## src/rtl/store_buffer.sv

```systemverilog
// Posted-write store buffer between the MEM stage and word-addressed data memory.
// Optional feature: define STORE_BUF_COALESCE_EN to merge stores to buffered addresses.
module store_buffer #(
  parameter int DEPTH = 4,
  parameter int AW    = 32,
  parameter int DW    = 32
) (
  input  logic          clk,
  input  logic          rst_n,
  input  logic          cpu_read,
  input  logic          cpu_write,
  input  logic [AW-1:0] cpu_addr,
  input  logic [DW-1:0] cpu_wdata,
  output logic [DW-1:0] cpu_rdata,
  output logic          cpu_rvalid,
  output logic          cpu_stall,
  output logic          sb_empty,
  output logic          mem_read,
  output logic          mem_write,
  output logic [AW-1:0] mem_addr,
  output logic [DW-1:0] mem_wdata,
  input  logic [DW-1:0] mem_rdata
);

  localparam int PW = $clog2(DEPTH);

  logic [AW-1:0] r_addr [DEPTH];
  logic [DW-1:0] r_data [DEPTH];
  logic [PW-1:0] r_head, r_tail;
  logic [PW:0]   r_count;
  logic          r_rvalid, r_hit;
  logic [DW-1:0] r_hit_data;

  logic          w_full, w_match, w_drain, w_store, w_push, w_overwrite;
  logic [PW-1:0] w_match_idx;

  // Walk oldest to youngest so the last hit seen is the youngest match.
  always_comb begin
    // NOTE: every always_comb output gets a default first so no latch is inferred.
    w_match     = 1'b0;
    w_match_idx = r_head;
    for (int k = 0; k < DEPTH; k++) begin
      if (((PW+1)'(k) < r_count) && (r_addr[r_head + PW'(k)] == cpu_addr)) begin
        w_match     = 1'b1;
        w_match_idx = r_head + PW'(k);
      end
    end
  end

  assign w_full  = (r_count == (PW+1)'(DEPTH));
  assign w_drain = ~cpu_read & (r_count != '0);
  assign w_store = cpu_write & ~cpu_read;

`ifdef STORE_BUF_COALESCE_EN
  // A match on the head that is leaving this cycle must allocate instead.
  assign w_overwrite = w_store & w_match & ~(w_drain && (w_match_idx == r_head));
  assign cpu_stall   = w_store & w_full & ~w_match;
  assign w_push      = w_store & ~w_overwrite & ~cpu_stall;
`else
  assign w_overwrite = 1'b0;
  assign cpu_stall   = w_store & w_full;
  assign w_push      = w_store & ~w_full;
`endif

  assign sb_empty   = (r_count == '0);
  assign mem_write  = w_drain;
  assign mem_read   = cpu_read & ~w_match;
  assign mem_addr   = mem_read ? cpu_addr : r_addr[r_head];
  assign mem_wdata  = r_data[r_head];
  assign cpu_rvalid = r_rvalid;
  assign cpu_rdata  = r_rvalid ? (r_hit ? r_hit_data : mem_rdata) : '0;

  // NOTE: entry storage is deliberately not reset; validity comes from r_count alone.
  always_ff @(posedge clk) begin
    if (w_push) begin
      r_addr[r_tail] <= cpu_addr;
      r_data[r_tail] <= cpu_wdata;
    end else if (w_overwrite) begin
      r_data[w_match_idx] <= cpu_wdata;
    end
  end

  always_ff @(posedge clk or negedge rst_n) begin
    if (!rst_n) begin
      r_head     <= '0;
      r_tail     <= '0;
      r_count    <= '0;
      r_rvalid   <= 1'b0;
      r_hit      <= 1'b0;
      r_hit_data <= '0;
    end else begin
      // NOTE: sequential state uses non-blocking assignments so every register samples pre-edge values.
      if (w_push)  r_tail <= r_tail + 1'b1;
      if (w_drain) r_head <= r_head + 1'b1;
      case ({w_push, w_drain})
        2'b10:   r_count <= r_count + 1'b1;
        2'b01:   r_count <= r_count - 1'b1;
        default: r_count <= r_count;
      endcase
      r_rvalid <= cpu_read;
      r_hit    <= cpu_read & w_match;
      if (cpu_read && w_match) r_hit_data <= r_data[w_match_idx];
    end
  end

endmodule

```

## config.mk

```make
export PLATFORM = sky130hd
export DESIGN_NAME = store_buffer
export DESIGN_NICKNAME = d
export VERILOG_FILES = /design/src/rtl/store_buffer.sv
export SDC_FILE = /design/constraint.sdc
export NUM_CORES = 1
export LEC_CHECK = 0
export BUFFER_PORTS_ARGS = -buffer_cell sky130_fd_sc_hd__buf_2
export CORE_UTILIZATION = 50
export CTS_BUF_LIST = sky130_fd_sc_hd__clkbuf_8
export DETAILED_ROUTE_END_ITERATION = 10
export PLACE_DENSITY = 0.72
export SKIP_LAST_GASP = 1
export SLEW_MARGIN = 0
export SYNTH_ARGS = -nofsm -noshare
export SYNTH_HDL_FRONTEND = slang
export SYNTH_SLANG_ARGS = --single-unit
```

## constraint.sdc

```tcl
create_clock -name clk -period 3.92 [get_ports clk]
set_input_delay 0.588 -clock clk [delete_from_list [all_inputs] [get_ports clk]]
set_output_delay 0.588 -clock clk [all_outputs]
set_load 0.02 [all_outputs]
```

== After elaboration in Yosys (flattened, before gate mapping) ==
Memory sizes are Yosys's and may differ from the RTL's. A register that Yosys moved wholly into a read port is not among the register bits.
Cells that the tools add are included.
Storage, ports and cells
  output and inout bits: 101
  register bits: 9
  bits of input ports: 100
  memories: 2
  word-level logic and storage cells: 55
  bits in writable memories: 256
Cells by class
  add/sub/neg operators: 6
  reduce and logical (&&, ||, !) cells: 9
  order comparisons: 4
  bitwise gates (word level): 9
  eq/ne operators: 7
  multiplexer cells: 13
Memory list
  r_addr: depth 4, width 32, rd ports 4, clocked after memory_dff 0, wr ports 1, RTL line 27  | logic [AW-1:0] r_addr [DEPTH];
  r_data: depth 4, width 32, rd ports 2, clocked after memory_dff 1, wr ports 1, RTL line 28  | logic [DW-1:0] r_data [DEPTH];
Operators by type and width (number)
  $eq A32 B32 Y1: 4
  $mux W32: 3
  $and A1 B1 Y1: 6
  $lt A1 B3 Y1 const A: 2
  $lt A2 B3 Y1 const A: 2
  $mux W1: 6
  $mux W2: 3
  $pmux W3 S2: 1
  $logic_and A1 B1 Y1: 5
  $add A2 B1 Y2 const B: 2
  $add A2 B2 Y2 const B: 2
  $add A3 B1 Y3 const B: 1
  $eq A3 B3 Y1 const B: 1
  $logic_not A3 Y1: 1
  $not A1 Y1: 3
  $reduce_bool A3 Y1: 1
  $sub A3 B1 Y3 const B: 1
  $eq A2 B1 Y1 const B: 1
  $eq A2 B2 Y1 const B: 1
  $reduce_bool A2 Y1: 1
  $logic_not A1 Y1: 1

== Longest topological paths before layout ==
Gate-level depths: netlist of the first run.
An unclocked memory read counts as a cell.
  depth in word-level cells: 10
  depth in mapped cells: 17

== Worst setup path after synthesis of the first run ==
OpenSTA, ideal clock, no wires.
  path kind: register -> output
  from: register r_head[1]
  to: output port mem_addr[11]
  path buffers: 7
  data arrival time: 3.418 ns
  slack: -0.086 ns
  cell stages (with the launch flop): 18
  cell sequence: dfrtp_1 buf_6 buf_6 buf_6 buf_4 buf_1 mux2i_1 mux2i_1 xnor2_1 nand3_1 nor4_1 nand3_1 nand4_1 or2_2 clkbuf_1 clkbuf_1 nor2_1 a21oi_1
Between the ends
  longest elaborated chain between the ends: 10
RTL lines
  start: declaration: RTL line 29  | logic [PW-1:0] r_head, r_tail;
  start signal: assignment: RTL line 94  | if (w_drain) r_head <= r_head + 1'b1;
  $add A2 B1 Y2 / $mem_v2 Z4 W32 (equally long branches)
  $mem_v2 Z4 W32 (*)
  $eq A32 B32 Y1 / $logic_and A1 B1 Y1 (equally long branches): RTL line 43  | if (((PW+1)'(k) < r_count) && (r_addr[r_head + PW'(k)] == cpu_addr)) begin
  $logic_and A1 B1 Y1 / $mux W1 (equally long branches): RTL line 43
  $mux W1 (3 in a row): RTL line 43
  $not A1 Y1: RTL line 67  | assign mem_read = cpu_read & ~w_match;
  $and A1 B1 Y1: RTL line 67
  $mux W32 (*): RTL line 68  | assign mem_addr = mem_read ? cpu_addr : r_addr[r_head];
  end: declaration: RTL line 20  | output logic [AW-1:0] mem_addr,
Mark *: on every way between the ends. The rest lies on a longest branch, timed or not.

== Worst setup path in the final report of the first run ==
  from: register r_head[1]
  to: output port mem_addr[13]
Same word-level chain as after synthesis.

==> results.toml, run 1 <==
[yosys]
synth_mux_area_share_pct = 22.0
yosys.area.top_type = "edfxtp_1"
synth_compound_area_share_pct = 9.25
synthAdderAreaFrac_pct = 0.631
synth_xor_area_share_pct = 6.19
yosysWarnings = 0
synth_top_flop_cell = "edfxtp_1"
synth-simple-area-share_pct = 9.41
syn_inst = 1382
ys_ff_latch = 297
synth.avg_cell_area_um2 = 12.9
syn_area_um2 = 17800
synth_nets = 1491
synth-async-reset-ratio_pct = 13.8
ys_types = 74
netlist_top_cells_area = "edfxtp_1, mux2i_1, mux4_2, dfrtp_1, xnor2_1"
synth_top_family_by_area = "multiplexers"
synth_seq_area_share_pct = 48.9
synth_edf_count = 256
synth_top_area_share_pct = 43.1

[finish]
final_common_cell = "edfxtp_1"
drive_above_1_share_pct = 47.3
fill_cells = 2285
fin_nets = 1954
mostFrequentLayoutCells = "edfxtp_1, buf_4, buf_2, mux2i_1, xnor2_1"
final_cell_count_no_fill = 2340
area_delta_synth_final_pct = 38.1

[routing]
num_vias = 15100
drtPass1Iterations = 6
drc = 0
vias_per_cell = 6.45
drt_iter0_drc = 1675
ant_nets = 0
routed_wl_um = 64600
wl_per_cell_um = 27.6

[die]
fp-row-count = 68
start_util_pct = 51.3
die_y_um = 191
boundaryPins = 201
dieArea_um2 = 36400
fp.coreArea_um2 = 34800
die_w_um = 191

[cts]
clock_latency_ns = 0.64
root_buffer = "clkbuf_8"
holdBufCountCts = 0
htreeDepth = 2
cts_inserted_buffers = 51
cts_tree = "done"
cts_sinks = 297
clk_path_buf_depth = 3
clkTransAtPathRegs_ns = 0.06

[sta]
hold_viol = 0
drv_slew = 0
setup-tns-final_ns = -32.45
rsz0062_at_grt = "true"
fmax_mhz = 214
fin_crit_sh_pct = 119
setup_violations = 65
hold_slack_ns = 0.0901
fin_skew_ns = 0.0164
tightest_slew_ns = 1.01
fin_crit_ns = 4.67
fin_ws_ns = -0.751
slew_headroom_pct = 32.8

[flow_run]
maxCapViolCount = 0

[global_route]
gr-total-overflow = 0
grt_pass1_vias = 14200
grt_pass1_wl_um = 86100
antenna_found_initial = 4
track_usage_pct = 31.8
grt_max_degree = 54

[worst_setup_path]
worst_path_most_repeated_cell = "buf_12"
cp-end-kind = "primary output"
required_ns = 3.33
worstSetupPathType = "flip-flop to primary output"
cpMaxStageDelayCell = "dfrtp_4"
crit_chain = "buf_12 > buf_12 > buf_8 > mux2i_4 > xnor2_2 > nor4_2 > a31oi_1 > buf_4 > nor4_4 > nand2_1 > nand4_1 > or2_4 > buf_12 > buf_16 > buf_8 > nand2_2 > o21ai_1 > buf_4"
cp-start-kind = "flip-flop"
cpPeakStageDelay_ns = 0.55
worstPathArrival_ns = 4.08
crit_fanout = 6

[placement]
post-place-ws_ns = -0.138
dp_hpwl_um = 40000
port_buffers = 200
dp_cells = 2164
gp_congestion = 1.02

[power_and_ir_drop]
power_w = 0.0170
ir_worst_vdd_mv = 0.489
power_density_nw_per_um2 = 692
p_leak_nw = 9.40

[min_path]
min_path_type = "primary input to asynchronous set/reset pin"

[status]
run_status = "finished with violations"
violations = "negative setup slack"
-- final timing paths --
path	to	slack, ns	startpoint	depth (start not counted)
setup / recovery	mem_addr[13]	-0.75	r_head[1]	18
hold / removal	r_hit_data[4]	0.09	rst_n	1
setup reg to reg	r_hit_data[15]	-0.42	r_head[1]	17
hold reg to reg	r_hit_data[17]	0.56	r_hit_data[17]	2
max in group asynchronous	r_hit_data[11]	2.98	rst_n	2
min in group clk	cpu_rvalid	0.16	cpu_read	1
-- logic make-up after synthesis --
kind of cell | after synthesis
AOI/OAI and AO/OA | 212
xor gates and xnor gates | 126
adders and majority gates | 9
buffers and inverters | 133
DFF | 297
muxes | 303
and+or+nand+nor | 302
-- power by group --
group	total, W	internal [W]	switching [W]
combinational	0.0103	0.00492	0.00534
sequential	0.00404	0.00379	0.000242
clock	0.00275	0.00143	0.00132
-- metrics by stage --
| stage | area [um^2] | utilization, % |
|---|---|---|
| 3_5_place_dp | 20900 | 60.2 |
| 4_1_cts | 23200 | 66.6 |
| 2_1_floorplan | 17800 | - |
| 6_report | 24600 | 70.8 |
| 5_1_grt | 24600 | 70.8 |
| 3_3_place_gp | 20900 | 60.2 |
-- worst max-delay path: cells and delay by family, from the launching register on --
family                 cells  cell delay [ns]
multiplexers               1             0.18
buffers and inverters      8             1.15
flip-flops                 1             0.55
XOR/XNOR                   1             0.20
AO/OA/AOI/OAI              2             0.19
AND/OR/NAND/NOR            6             1.18
-- cell usage after synthesis, drive strengths merged (34+ instances only) --
cell and number:
nor2 52, clkbuf 51, buf 58, mux4 68, a211oi 34, and2 42, nand2 50, edfxtp 256
a2111oi 37, mux2 39, mux2i 196, xnor2 113, dfrtp 41, nor2b 35
-- layer usage --
layer	track usage, %	routed length (um)	share of wire (%)	vias up
met2	49.6	30200	47	1080
li1	-	-	-	6349
met4	14.2	2910	4.5	2
met1	43.0	24900	39	7442
met5	0	13	0.020	-
met3	6.42	6550	10	229
-- cell type report --
cell class	instances	area (um^2)	share of cell area (%)
Timing Repair Buffer	519	4370	17.8
Tap cell	455	569	2.31
Clock inverter	30	164	0.665
Clock buffer	59	812	3.30
Inverter	24	97.6	0.396
Sequential cell	297	8720	35.4
Multi-Input combinational cell	952	9880	40.1
Antenna cell	4	10.0	0.0406
-- sequential cells by signal, indices dropped and copies added, names as in the netlist --
register and cells:
r_head 2, cpu_rvalid 1, r_addr 128, r_hit_data 32, r_tail 2, r_count 3, r_hit 1, r_data 128
-- what timing repair did --
action | CTS | global route
buffers inserted | 49 | 31
pin swaps | 4 | 64
setup endpoints to repair | 61 | 65
cloned | 7 | 15
hold endpoints to repair | 0 | 0
resized for setup | 138 | 215
No activity file was read; power rests on OpenSTA's default activity.
==> run 2: changes to the inputs <==
Settings changed: CAP_MARGIN set to 0, MAX_ROUTING_LAYER set to met4.
==> results.toml, run 2 (same netlist as run 1, synthesis figures left out) <==
[finish]
finish.utilization_pct = 68.0
fin_nets = 1919
reg_top3 = "r_addr: 128 flops, r_data: 128 flops, r_hit_data: 32 flops"
final_common_cell = "edfxtp_1"
area_delta_synth_final_pct = 32.6
fill_cells = 2456
mostFrequentLayoutCells = "edfxtp_1, buf_4, buf_2, mux2i_1, xnor2_1"
drive_above_1_share_pct = 42.8
final_area_um2 = 23700

[die]
boundaryPins = 201
fp-row-count = 68
fp.coreArea_um2 = 34800
dieArea_um2 = 36400
start_util_pct = 51.3
die_w_um = 191
die_y_um = 191

[sta]
rsz0062_at_grt = "true"
fin_crit_ns = 4.80
tightest_slew_ns = 0.984
setup_violations = 65
fin_crit_sh_pct = 122
fmax_mhz = 208
fin_skew_ns = 0.0290
drv_slew = 0
fin_ws_ns = -0.880
slew_headroom_pct = 34.4
hold_slack_ns = 0.0967
hold_viol = 0

[worst_setup_path]
cpMaxStageDelayCell = "dfrtp_4"
critical_path_buf_inv_count = 4
cpPeakStageDelay_ns = 0.53
required_ns = 3.33
cp-start-kind = "flip-flop"
cp-end-kind = "primary output"
crit_fanout = 12
worstSetupPathType = "flip-flop to primary output"
crit_chain = "buf_12 > buf_4 > mux2i_2 > mux2i_1 > xnor2_1 > nand3_1 > nor4_2 > nand3_1 > nand4_1 > or2_4 > buf_12 > mux2_2 > buf_2"
critPathLaunch = "r_head[1]"
crit_family = "simple AND/OR/NAND/NOR gates"
reg2reg_from = "r_head[1]"
worstPathArrival_ns = 4.21

[routing]
routed_wl_um = 59300
wl_per_cell_um = 25.7
drc = 0
ant_nets = 0
drtPass1Iterations = 5
num_vias = 14500
vias_per_cell = 6.26
drt_iter0_drc = 1514

[cts]
clock_latency_ns = 0.65
cts_inserted_buffers = 51
cts_tree = "done"
root_buffer = "clkbuf_8"
holdBufCountCts = 0
htreeDepth = 2
cts_sinks = 297
clkTransAtPathRegs_ns = 0.06
clk_path_buf_depth = 3

[power_and_ir_drop]
power_frac_comb_pct = 55.2
power.switching_w = 0.00637
power_density_nw_per_um2 = 683
internal_power_w = 0.00980
clockPowerShare_pct = 20.0
power_w = 0.0162
ir_worst_vdd_mv = 0.400
p_seq_share_pct = 24.8
swShare_pct = 39.4
p_leak_nw = 9.11

[global_route]
antenna_found_initial = 2
grt_max_degree = 42
grt_pass1_vias = 13800
gr-total-overflow = 0
grt_pass1_wl_um = 82600
track_usage_pct = 31.3

[min_path]
min_path_type = "primary input to asynchronous set/reset pin"

[placement]
placed_area_um2 = 20900
post-place-ws_ns = -0.280
port_buffers = 200
dp_hpwl_um = 40400
gp_congestion = 1.04

[flow_run]
maxCapViolCount = 0

[status]
run_status = "finished with violations"
violations = "negative setup slack"
-- run 2: cell count changes in the layout (fill, tap and decap cells not counted), moves of 10 or more --
cell | previous run | this run
mux2i_1 | 150 | 174
buf_12 | 33 | 22
mux2i_2 | 31 | 16
xnor2_1 | 92 | 103
xnor2_2 | 20 | 10
a2111oi_4 | 21 | 10
-- run 2: area by class of cell --
| class | count | area (um^2) | area share [%] |
|---|---|---|---|
| Antenna cell | 2 | 5.00 | 0.0212 |
| Clock buffer | 56 | 771 | 3.26 |
| Clock inverter | 40 | 398 | 1.68 |
| Inverter | 24 | 90.1 | 0.381 |
| Multi-Input combinational cell | 952 | 9300 | 39.3 |
| Sequential cell | 297 | 8720 | 36.9 |
| Tap cell | 455 | 569 | 2.41 |
| Timing Repair Buffer | 484 | 3800 | 16.1 |
-- run 2: through the flow --
step | setup TNS, ns | instances
2_1_floorplan | 0 | 1382
3_3_place_gp | -4.33 | 2165
3_5_place_dp | -7.73 | 2165
4_1_cts | -38.95 | 2271
5_1_grt | -45.55 | 2310
6_report | -37.63 | 2310
-- run 2: routing by layer --
| layer | vias to the layer above | track usage [%] | wire [um] |
|---|---|---|---|
| li1 | 6267 | - | - |
| met1 | 7268 | 42.1 | 24300 |
| met2 | 810 | 49.0 | 28100 |
| met3 | 112 | 5.54 | 5320 |
| met4 | 0 | 8.40 | 1650 |
| met5 | - | - | 0 |
-- run 2: worst paths after layout --
| check | cells after the start | slack [ns] | to |
|---|---|---|---|
| worst max-delay path | 13 | -0.88 | mem_addr[20] |
| worst min-delay path | 1 | 0.1 | r_hit_data[5] |
| worst max register to register | 19 | -0.49 | r_hit_data[15] |
| worst min register to register | 2 | 0.55 | r_hit_data[30] |
| max in group asynchronous | 2 | 3.08 | r_hit_data[29] |
| min in group clk | 1 | 0.16 | r_data[3][27] |
-- run 2: power groups by stage --
stage               clock, W  sequential, W  combinational [W]
floorplan                  0        0.00397            0.00492
global placement           0        0.00401            0.00791
detailed placement         0        0.00403            0.00795
CTS                  0.00325        0.00397            0.00809
global route         0.00339        0.00403            0.00931
finish               0.00323        0.00401            0.00893
-- run 2: timing repair --
action                     in CTS  in global routing
setup buffers                  10                 28
resized for setup              22                228
pin swaps                       4                 24
gates cloned                    0                 12
setup endpoints to repair      64                 66
==> run 3: changes to the inputs <==
--- a/config.mk
+++ b/config.mk
@@ -14,2 +14,3 @@
 export PLACE_DENSITY = 0.72
+export SKIP_CTS_REPAIR_TIMING = 1
 export SKIP_LAST_GASP = 1
==> constraint.sdc (replaced) <==
create_clock -name clk -period 3.92 [get_ports clk]
set_input_delay 0.98 -clock clk [delete_from_list [all_inputs] [get_ports clk]]
set_output_delay 0.98 -clock clk [all_outputs]
set_load 0.02 [all_outputs]
==> results.toml, run 3 (same netlist as run 1, synthesis figures left out) <==
[die]
fp.coreArea_um2 = 34800
die_y_um = 191
boundaryPins = 201
fp-row-count = 68
die_w_um = 191
dieArea_um2 = 36400
start_util_pct = 51.3

[cts]
clk_path_buf_depth = 3
root_buffer = "clkbuf_8"
clock_latency_ns = 0.59
cts_tree = "done"
htreeDepth = 2
cts_inserted_buffers = 49
clkTransAtPathRegs_ns = 0.06
cts_sinks = 297

[routing]
vias_per_cell = 6.01
ant_nets = 0
num_vias = 14800
drc = 0
routed_wl_um = 59000
drt_iter0_drc = 1462
wl_per_cell_um = 23.9
drtPass1Iterations = 5

[flow_run]
maxCapViolCount = 0

[sta]
setup-tns-final_ns = -45.44
fin_crit_ns = 5.08
hold_viol = 0
fin_skew_ns = 0.0231
fin_ws_ns = -1.16
fmax_mhz = 197
rsz0062_at_grt = "true"
setup_violations = 65
drv_slew = 0
slew_headroom_pct = 32.5
fin_crit_sh_pct = 130
tightest_slew_ns = 1.01

[finish]
drive_above_1_share_pct = 46.8
fill_cells = 2402
seq_area_um2 = 8720
mostFrequentLayoutCells = "buf_4, edfxtp_1, mux2i_1, buf_2, xnor2_1"
fin_nets = 2076
final_common_cell = "buf_4"
area_delta_synth_final_pct = 39.2
multi_input_area_um2 = 9420
reg_top3 = "r_addr: 128 flops, r_data: 128 flops, r_hit_data: 32 flops"
final_area_um2 = 24800

[power_and_ir_drop]
ir_worst_vdd_mv = 0.455
power_w = 0.0165
power_density_nw_per_um2 = 665
p_leak_nw = 9.87

[global_route]
grt_pass1_wl_um = 84000
grt_max_degree = 45
track_usage_pct = 31.9
gr-total-overflow = 0
antenna_found_initial = 3
grt_pass1_vias = 14200

[placement]
gp_congestion = 1.07
placed_area_um2 = 22300
dp_hpwl_um = 42200
port_buffers = 200

[worst_setup_path]
crit_fanout = 11
critPathLaunch = "r_head[1]"
worstSetupPathType = "flip-flop to primary output"
reg2reg_from = "r_head[1]"
worstPathArrival_ns = 4.10
cp-start-kind = "flip-flop"
cp-end-kind = "primary output"
required_ns = 2.94

[status]
violations = "negative setup slack"
run_status = "finished with violations"

[min_path]
min_path_type = "primary input to asynchronous set/reset pin"
## run 3: power breakdown
group	internal [W]	switching (W)	total, W	leakage (nW)
Sequential	0.00379	0.000206	0.00400	2.87
Combinational	0.00489	0.00504	0.00992	6.46
Clock	0.00135	0.00125	0.00260	0.538
## run 3: area by class of cell
| class | instances | share of cell area [%] |
|---|---|---|
| Antenna cell | 5 | 0.0504 |
| Inverter | 24 | 0.363 |
| Sequential cell | 297 | 35.1 |
| Multi-Input combinational cell | 952 | 37.9 |
| Timing Repair Buffer | 643 | 20.5 |
| Clock inverter | 33 | 0.695 |
| Tap cell | 455 | 2.29 |
| Clock buffer | 55 | 3.05 |
## run 3: per-stage QoR
step | cells | setup slack [ns] | hold WS [ns] | utilization, %
6_report | 2464 | -1.16 | 0.511 | 71.3
5_1_grt | 2462 | -1.27 | 0.522 | 71.3
4_1_cts | 2408 | -1.11 | 0.496 | 66.8
3_5_place_dp | 2320 | -0.487 | 0.553 | 64.1
3_3_place_gp | 2320 | -0.474 | 0.528 | 64.1
2_1_floorplan | 1382 | -0.0554 | 0.508 | -
## run 3: worst paths after layout
check / endpoint / slack (ns) / cells after the start
worst min-delay path: r_hit_data[14] / 0.51 / 1
worst min register to register: r_hit_data[30] / 0.56 / 2
worst max register to register: r_hit_data[4] / -0.42 / 18
worst max-delay path: mem_addr[10] / -1.16 / 12
min in group clk: r_hit_data[30] / 0.56 / 2
max in group asynchronous: r_hit_data[19] / 2.69 / 2
## run 3: per-layer routing
metal / share of wire (%) / GRT usage [%] / up-vias
met5: 0 / - / -
met4: 2.6 / 8.80 / 0
met3: 8.2 / 4.91 / 102
met2: 47 / 48.6 / 740
met1: 42 / 44.3 / 7387
li1: - / - / 6579
## run 3: worst max-delay path: stages (launching register included)
cell and delay, ns:
dfrtp_4 0.52, buf_4 0.25, mux4_2 0.54, xnor2_1 0.43, nand4_1 0.26, nor4b_4 0.39
nand3_1 0.11, nand4_1 0.14, or2_4 0.18, buf_6 0.14, buf_12 0.14, mux2_4 0.31
buf_6 0.13
